===== config.mk =====
export PLATFORM = sky130hd
export DESIGN_NAME = prism_byte_range_slicer
export DESIGN_NICKNAME = d
export VERILOG_FILES = /design/src/rtl/prism_byte_range_slicer.sv
export SDC_FILE = /design/constraint.sdc
export NUM_CORES = 1
export LEC_CHECK = 0
export CAP_MARGIN = 30
export CORE_MARGIN = 2
export CORE_UTILIZATION = 38
export CTS_CLUSTER_SIZE = 14
export DETAILED_ROUTE_END_ITERATION = 10
export MAX_ROUTING_LAYER = met4
export PLACE_DENSITY = 0.66
export SLEW_MARGIN = 5
export SYNTH_ARGS = -nofsm -noshare
export SYNTH_HDL_FRONTEND = slang
export SYNTH_SLANG_ARGS = --single-unit

===== constraint.sdc =====
create_clock -name clock -period 5.43 [get_ports clock]
set_input_delay 1.086 -clock clock [delete_from_list [all_inputs] [get_ports clock]]
set_output_delay 1.086 -clock clock [all_outputs]
set_load 0.03 [all_outputs]

===== src/rtl/prism_byte_range_slicer.sv =====
// prism_byte_range_slicer: turns byte-granular segment commands into one word read
// request and a metered stream of beats tagged with lane bounds and frame markers.
module prism_byte_range_slicer #(
  parameter int DATA_WIDTH = 64,
  parameter int ADDR_WIDTH = 32,
  parameter int LEN_WIDTH  = 16,
  parameter int OFF_WIDTH  = $clog2(DATA_WIDTH/8)
) (
  input  logic                           clock,
  input  logic                           resetn,
  input  logic                           cmd_valid,
  output logic                           cmd_ready,
  input  logic [ADDR_WIDTH-1:0]          cmd_addr,
  input  logic [LEN_WIDTH-1:0]           cmd_len,
  input  logic                           cmd_sof,
  input  logic                           cmd_eof,
  output logic                           rdreq_valid,
  input  logic                           rdreq_ready,
  output logic [ADDR_WIDTH-1:0]          rdreq_addr,
  output logic [LEN_WIDTH-OFF_WIDTH:0]   rdreq_words,
  input  logic                           rd_valid,
  output logic                           rd_ready,
  input  logic [DATA_WIDTH-1:0]          rd_data,
  output logic                           o_valid,
  output logic [OFF_WIDTH-1:0]           o_lsbyte,
  output logic [OFF_WIDTH-1:0]           o_msbyte,
  output logic                           o_sof,
  output logic                           o_eof,
  output logic [DATA_WIDTH-1:0]          o_data,
  output logic                           busy
);
  localparam int WW = LEN_WIDTH - OFF_WIDTH + 1;
  localparam logic [1:0] IDLE = 2'd0;
  localparam logic [1:0] REQ  = 2'd1;
  localparam logic [1:0] DATA = 2'd2;
  logic [1:0]            state;
  logic [WW-1:0]         cnt;
  logic [OFF_WIDTH-1:0]  first_off, last_off;
  logic                  sof_l, eof_l;
  logic [ADDR_WIDTH-1:0] end_addr;
  logic                  first_beat, last_beat;
  assign end_addr    = cmd_addr + ADDR_WIDTH'(cmd_len) - ADDR_WIDTH'(1);
  // Control outputs are gated by resetn so they drop during reset, not one edge later.
  assign cmd_ready   = resetn && state == IDLE;
  assign rdreq_valid = resetn && state == REQ;
  assign rd_ready    = resetn && state == DATA;
  assign busy        = resetn && state != IDLE;
  assign first_beat  = cnt == rdreq_words;
  assign last_beat   = cnt == WW'(1);
  always_ff @(posedge clock) begin
    if (!resetn) begin
      state       <= IDLE;
      cnt         <= '0;
      first_off   <= '0;
      last_off    <= '0;
      sof_l       <= 1'b0;
      eof_l       <= 1'b0;
      rdreq_addr  <= '0;
      rdreq_words <= '0;
      o_valid     <= 1'b0;
      o_lsbyte    <= '0;
      o_msbyte    <= '0;
      o_sof       <= 1'b0;
      o_eof       <= 1'b0;
      o_data      <= '0;
    end else begin
      o_valid <= 1'b0;
      case (state)
        IDLE: if (cmd_valid && cmd_len != '0) begin
          state       <= REQ;
          first_off   <= cmd_addr[OFF_WIDTH-1:0];
          last_off    <= end_addr[OFF_WIDTH-1:0];
          sof_l       <= cmd_sof;
          eof_l       <= cmd_eof;
          rdreq_addr  <= {cmd_addr[ADDR_WIDTH-1:OFF_WIDTH], {OFF_WIDTH{1'b0}}};
          rdreq_words <= WW'(end_addr >> OFF_WIDTH) - WW'(cmd_addr >> OFF_WIDTH) + WW'(1);
        end
        REQ: if (rdreq_ready) begin
          state <= DATA;
          cnt   <= rdreq_words;
        end
        DATA: if (rd_valid) begin
          o_valid  <= 1'b1;
          o_lsbyte <= first_beat ? first_off : '0;
          o_msbyte <= last_beat ? last_off : '1;
          o_sof    <= first_beat && sof_l;
          o_eof    <= last_beat && eof_l;
          o_data   <= rd_data;
          cnt      <= cnt - WW'(1);
          state    <= last_beat ? IDLE : DATA;
        end
        default: state <= IDLE;
      endcase
    end
  end
endmodule

# --- Word-level counts from Yosys, hierarchy flattened ---
# Index checks and enable logic that the tools add are counted.
word_totals:
  wordCells: 53
  mem_bits_ro: 0
  n_memories: 0
  latchBits: 0
  inputBits: 119
  reg_bits: 140
  mem_bits_rw: 0
op_classes:
  magnitude_cmp: 0
  n_shift: 0
  n_reduce_logical: 16
  n_eq_ne: 7
  n_mul: 0
  bitwise: 0
  div_mod_pow: 0
  add_sub_neg: 5
  mux: 11
op_table:
  columns: ["operator", "count"]
  rows:
  - ["$mux W14", 2]
  - ["$pmux W14 S2", 1]
  - ["$add A17 B16 Y17", 1]
  - ["$sub A17 B1 Y17 const B", 1]
  - ["$reduce_bool A16 Y1", 1]
  - ["$add A14 B1 Y14 const B", 1]
  - ["$eq A14 B1 Y1 const B", 1]
  - ["$eq A14 B14 Y1", 1]
  - ["$sub A14 B1 Y14 const B", 1]
  - ["$sub A14 B14 Y14", 1]
  - ["$mux W2", 4]
  - ["$logic_and A1 B1 Y1", 7]
  - ["$mux W3", 2]
  - ["$pmux W2 S3", 1]
  - ["$reduce_and A2 Y1", 3]
  - ["$reduce_and A3 Y1", 2]
  - ["$ne A2 B2 Y1 const B", 2]
  - ["$reduce_bool A2 Y1", 2]
  - ["$eq A2 B1 Y1 const B", 1]
  - ["$eq A2 B2 Y1 const B", 1]
  - ["$logic_not A2 Y1", 1]
  - ["$ne A2 B1 Y1 const B", 1]
  - ["$mux W1", 1]

# --- Depth between registers and ports, before layout ---
depth:
  depth_word: 4
  mapped_depth: 18
  depth_no_buf: 18

# --- Worst setup path before layout ---
# Ideal clock, no wire load.
synth_timing:
  path_kind: "input -> register"
  from: "in cmd_addr[1]"
  to: "reg rdreq_words[13]"
  n_path_buf: 0
  setup_slack_ns: 0.622
  t_required_ns: 5.297
  path_stages: 18
  setup_ns: 0.133
  arrival_time_ns: 4.675
  cell_sequence: "inv_1 > ha_1 > inv_1 > ha_1 > fa_1 > a211oi_1 > o21ai_0 > a31o_2 > a21o_1 > xor2_1 > ha_1 > ha_1 > o21ai_0 > nand2b_1 > and4_1 > a221o_1 > o2111ai_1 > o311ai_1"
synth_via:
  elab_chain_len: 4
synth_rtl:
  columns: ["item", "line", "source"]
  rows:
  - ["start, declared", "13", "input logic [ADDR_WIDTH-1:0] cmd_addr,"]
  - ["$add A17 B16 Y17", "42", "assign end_addr = cmd_addr + ADDR_WIDTH'(cmd_len) - ADDR_WIDTH'(1);"]
  - ["$sub A17 B1 Y17", "42", null]
  - ["$sub A14 B14 Y14", "76", "rdreq_words <= WW'(end_addr >> OFF_WIDTH) - WW'(cmd_addr >> OFF_WIDTH) + WW'(1);"]
  - ["$add A14 B1 Y14", "76", null]
  - ["end signal, assigned", "76", null]
  - ["end, declared", "20", "output logic [LEN_WIDTH-OFF_WIDTH:0] rdreq_words,"]
# Every way passes these cells.
# A chain may end at the register's enable or synchronous reset.

# --- Final worst setup path ---
layout_timing:
  from: "in cmd_len[2]"
  to: "reg rdreq_words[13]"
layout_via:
  elab_chain_len: 4
layout_rtl:
  columns: ["item", "line", "source"]
  rows:
  - ["start, declared", "14", "input logic [LEN_WIDTH-1:0] cmd_len,"]
  - ["$add A17 B16 Y17", "42", null]
  - ["$sub A17 B1 Y17", "42", null]
  - ["$sub A14 B14 Y14", "76", null]
  - ["$add A14 B1 Y14", "76", null]
# Several ways; a longest one is shown, not always the timed one.

==> impl_metrics.yaml <==
run_status:
  outcome: "finished, final reports clean"
sta:
  fin_skew_ps: 10.59
  period_needed_ps: 5099
  worstMarginPinSlew_ps: 942.3
  setup_viol: 0
  relSlewSlack: 0.3718
  maxSlewViolCount: 0
  hold_viol_final: 0
  rsz0062_at_grt: "no"
  post-route-period-util: 0.9391
  whs_ps: 451.5
  fmax_mhz: 196.1
cts:
  hold_buffers: 0
  cts_buffer_depth: 2
  cts_made_buffers: 17
  cts.sinks: 140
  htreeDepth: 4
  cts_setup_buffers: 0
  cts-root-buf: "clkbuf_16"
  post_cts_resized: 0
  clock_latency_ps: 420
  clk_pin_slew_ps: 70
  cts_tree: "done"
synth:
  avgSynthCellArea_um2: 7.654
  synth_edf_count: 0
  synth_top_flop_cell: "dfxtp_1"
  synth_compound_area_frac: 0.1831
  synth-xor-area-share: 0.04261
  synthCells: 940
  synth.mux.area_fraction: 0
  ys_types: 62
  synth-simple-area-share: 0.2082
  synthAdderAreaFrac: 0.1064
  ys_ff_latch: 140
  ys_async_sr_fraction: 0
  ys_warn_count: 0
  syn-cell-area_um2: 7194
  ys_seq_area_frac: 0.3896
  synth_top_family_by_area: "simple AND/OR/NAND/NOR gates"
routing:
  drt_iter0_markers: 411
  wl_met3_um: 1226
  drc: 0
  wl_per_cell_um: 14.60
  wl_met2_um: 9523
  viasPerCell: 4.935
  dr_total_vias: 7003
  firstDrtPassIters: 5
  wl_met1_um: 9613
  ant_nets: 0
  top_layer: "met4"
  finalWirelength_um: 20710
placed_design:
  gp_congestion: 0.8056
  dp_hpwl_um: 15080
  io_buffer_count: 238
global_route:
  grtUsageTotal: 0.2080
  grt_pass1_wl_um: 32780
  grt_pass1_vias: 6628
  antenna_found_initial: 0
  grt.overflow.total: 0
  grt_max_degree: 89
floorplanning:
  ioPinCount: 242
  die_y_um: 141.6
  fp.coreArea_um2: 18640
  die_x_um: 141.6
  start_util: 0.3859
  rows: 50
  dieArea_um2: 20050
setup_path:
  path_class: "in -> reg"
  arrival_ps: 5400
  crit_required_ps: 5730
  cp-start-kind: "primary input"
  crit_fanout: 2
  critPathCaptureType: "flop"
power_and_ir_drop:
  internal_power_w: 0.002268
  power_frac_clock: 0.336
  leakagePower_nw: 4.149
  ir_worst_vdd_v: 0.0001998
  fin_total_pwr_w: 0.003415
  p_per_area_nw_per_um2: 327.2
  seqPwrFrac: 0.341
  switching_share: 0.3358
  combinationalPowerShare: 0.323
  p_switching_w: 0.001147
worst_hold_path:
  hp-class: "reg -> reg"
flow_run:
  drv_cap: 0
layout:
  drive_above_1_share: 0.06076
  num_antenna_cells: 0
  syn_to_final_growth_pct: 45.08
  nets: 1351
[synth_stat cells (2+ instances only)]
| library cell | instances | share of area |
|---|---|---|
| buf_4 | 4 | 0.0042 |
| buf_1 | 7 | 0.0037 |
| xnor2_1 | 23 | 0.028 |
| o21ai_0 | 27 | 0.019 |
| o22ai_1 | 4 | 0.0035 |
| nand2b_1 | 5 | 0.0043 |
| a22oi_1 | 10 | 0.010 |
| clkbuf_1 | 35 | 0.018 |
| and4_1 | 2 | 0.0024 |
| nand4_1 | 5 | 0.0043 |
| a21oi_1 | 138 | 0.096 |
| inv_1 | 69 | 0.036 |
| o21a_1 | 4 | 0.0042 |
| nand2_1 | 237 | 0.12 |
| buf_6 | 2 | 0.0031 |
| a21o_1 | 7 | 0.0073 |
| dfxtp_1 | 140 | 0.39 |
| fa_1 | 2 | 0.0056 |
| nand3_1 | 12 | 0.0083 |
| o211ai_1 | 3 | 0.0031 |
| o21bai_1 | 4 | 0.0042 |
| nor3_1 | 12 | 0.0083 |
| or3_1 | 4 | 0.0035 |
| and2_1 | 4 | 0.0035 |
| a31oi_1 | 6 | 0.0052 |
| a211oi_1 | 8 | 0.0083 |
| nor4_1 | 9 | 0.0078 |
| o221a_2 | 2 | 0.0031 |
| xor2_1 | 12 | 0.015 |
| a2111oi_0 | 2 | 0.0024 |
| and3_1 | 4 | 0.0035 |
| nor2_1 | 46 | 0.024 |
| nor2b_1 | 3 | 0.0026 |
| buf_2 | 3 | 0.0021 |
| ha_1 | 58 | 0.10 |
[routing by layer]
layer	up-vias	global-route usage
met3	25	0.04185
met5	-	-
met2	231	0.3403
li1	3616	-
met1	3131	0.2613
met4	0	0.06105
[metrics by stage]
stage | util | setup TNS (ps) | setup slack [ps] | cells | instance area [µm²]
4_1_cts | 0.5599 | 0 | 376.0 | 1419 | 10440
6_report | 0.5599 | 0 | 330.7 | 1419 | 10440
2_1_floorplan | - | 0 | 622.1 | 942 | 7202
3_3_place_gp | 0.5269 | -19.32 | -19.32 | 1384 | 9823
3_5_place_dp | 0.5288 | -56.66 | -56.66 | 1387 | 9858
5_1_grt | 0.5599 | 0 | 19.76 | 1419 | 10440
[cells by family (layout without fill, tap and decap cells)]
kind of cell / after synthesis / after routing
adders and majority gates: 60 / 60
DFF: 140 / 140
and+or+nand+nor: 353 / 353
other: 1 / 3
xor gates and xnor gates: 35 / 35
buffers and inverters: 123 / 366
AOI/OAI and AO/OA: 228 / 228
[flip-flops by register name (all words and copies together) (netlist names), 3 cells and up]
name         cells
o_lsbyte         3
rdreq_words     14
last_off         3
first_off        3
rdreq_addr      29
o_data          64
o_msbyte         3
cnt             14
[path summary, 6_finish.rpt]
path | startpoint | endpoint | slack, ps | depth (start not counted)
setup reg to reg | rdreq_words[7]$_SDFFE_PN0P_ | o_lsbyte[2]$_SDFFE_PN0P_ | 3400 | 6
hold / removal | o_data[37]$_SDFFE_PN0P_ | o_data[37]$_SDFFE_PN0P_ | 450 | 2
setup / recovery | cmd_len[2] | rdreq_words[13]$_SDFFE_PN0P_ | 330 | 20
hold reg to reg | o_data[37]$_SDFFE_PN0P_ | o_data[37]$_SDFFE_PN0P_ | 450 | 2
[placed cells by master, fill, tap and decap left out, types with 5 or more instances in the layout]
cell type | netlist | final
a22oi_1 | 10 | 10
a31oi_1 | 6 | 6
inv_1 | 69 | 69
a21o_1 | 7 | 7
clkbuf_16 | 0 | 17
xnor2_1 | 23 | 23
clkdlybuf4s50_1 | 0 | 238
a21oi_1 | 138 | 138
xor2_1 | 12 | 12
nor4_1 | 9 | 9
nand4_1 | 5 | 5
o21ai_0 | 27 | 27
nand2_1 | 237 | 236
nand3_1 | 12 | 11
a211oi_1 | 8 | 8
nor2_1 | 46 | 46
ha_1 | 58 | 58
nor3_1 | 12 | 12
dfxtp_1 | 140 | 140
buf_4 | 4 | 25
nand2b_1 | 5 | 5
[power by group through the flow]
stage | clock [W] | sequential (W) | combinational (W)
final | 0.00115 | 0.00116 | 0.00110
after global routing | 0.00122 | 0.00117 | 0.00122
after CTS | 0.00118 | 0.00116 | 0.00111
after detailed placement | 0 | 0.00119 | 0.00110
after global placement | 0 | 0.00119 | 0.00109
after floorplan | 0 | 0.00127 | 0.000616
[worst max-delay path, cell delays in order]
cell	delay (ps)
clkdlybuf4s50_1	480
inv_1	50
ha_1	280
inv_1	80
ha_1	310
a211oi_1	330
o21a_1	210
o21bai_1	90
a2111oi_0	480
buf_4	190
nor2_1	50
xor2_1	140
ha_1	280
ha_1	210
nor2_1	100
nand3_1	90
or2_2	320
a221o_1	320
o2111ai_1	180
o311ai_1	110
[layout make-up]
| class | instances | area (µm²) |
|---|---|---|
| well taps | 234 | 292.8 |
| inverters | 70 | 265.3 |
| multi-input cells | 679 | 3908 |
| clock inverters | 15 | 153.9 |
| clock buffers | 17 | 425.4 |
| repair buffers | 264 | 2590 |
| fillers | 1775 | 8205 |
| flip-flops and latches | 140 | 2803 |
Power figures use the tool's default switching activity.
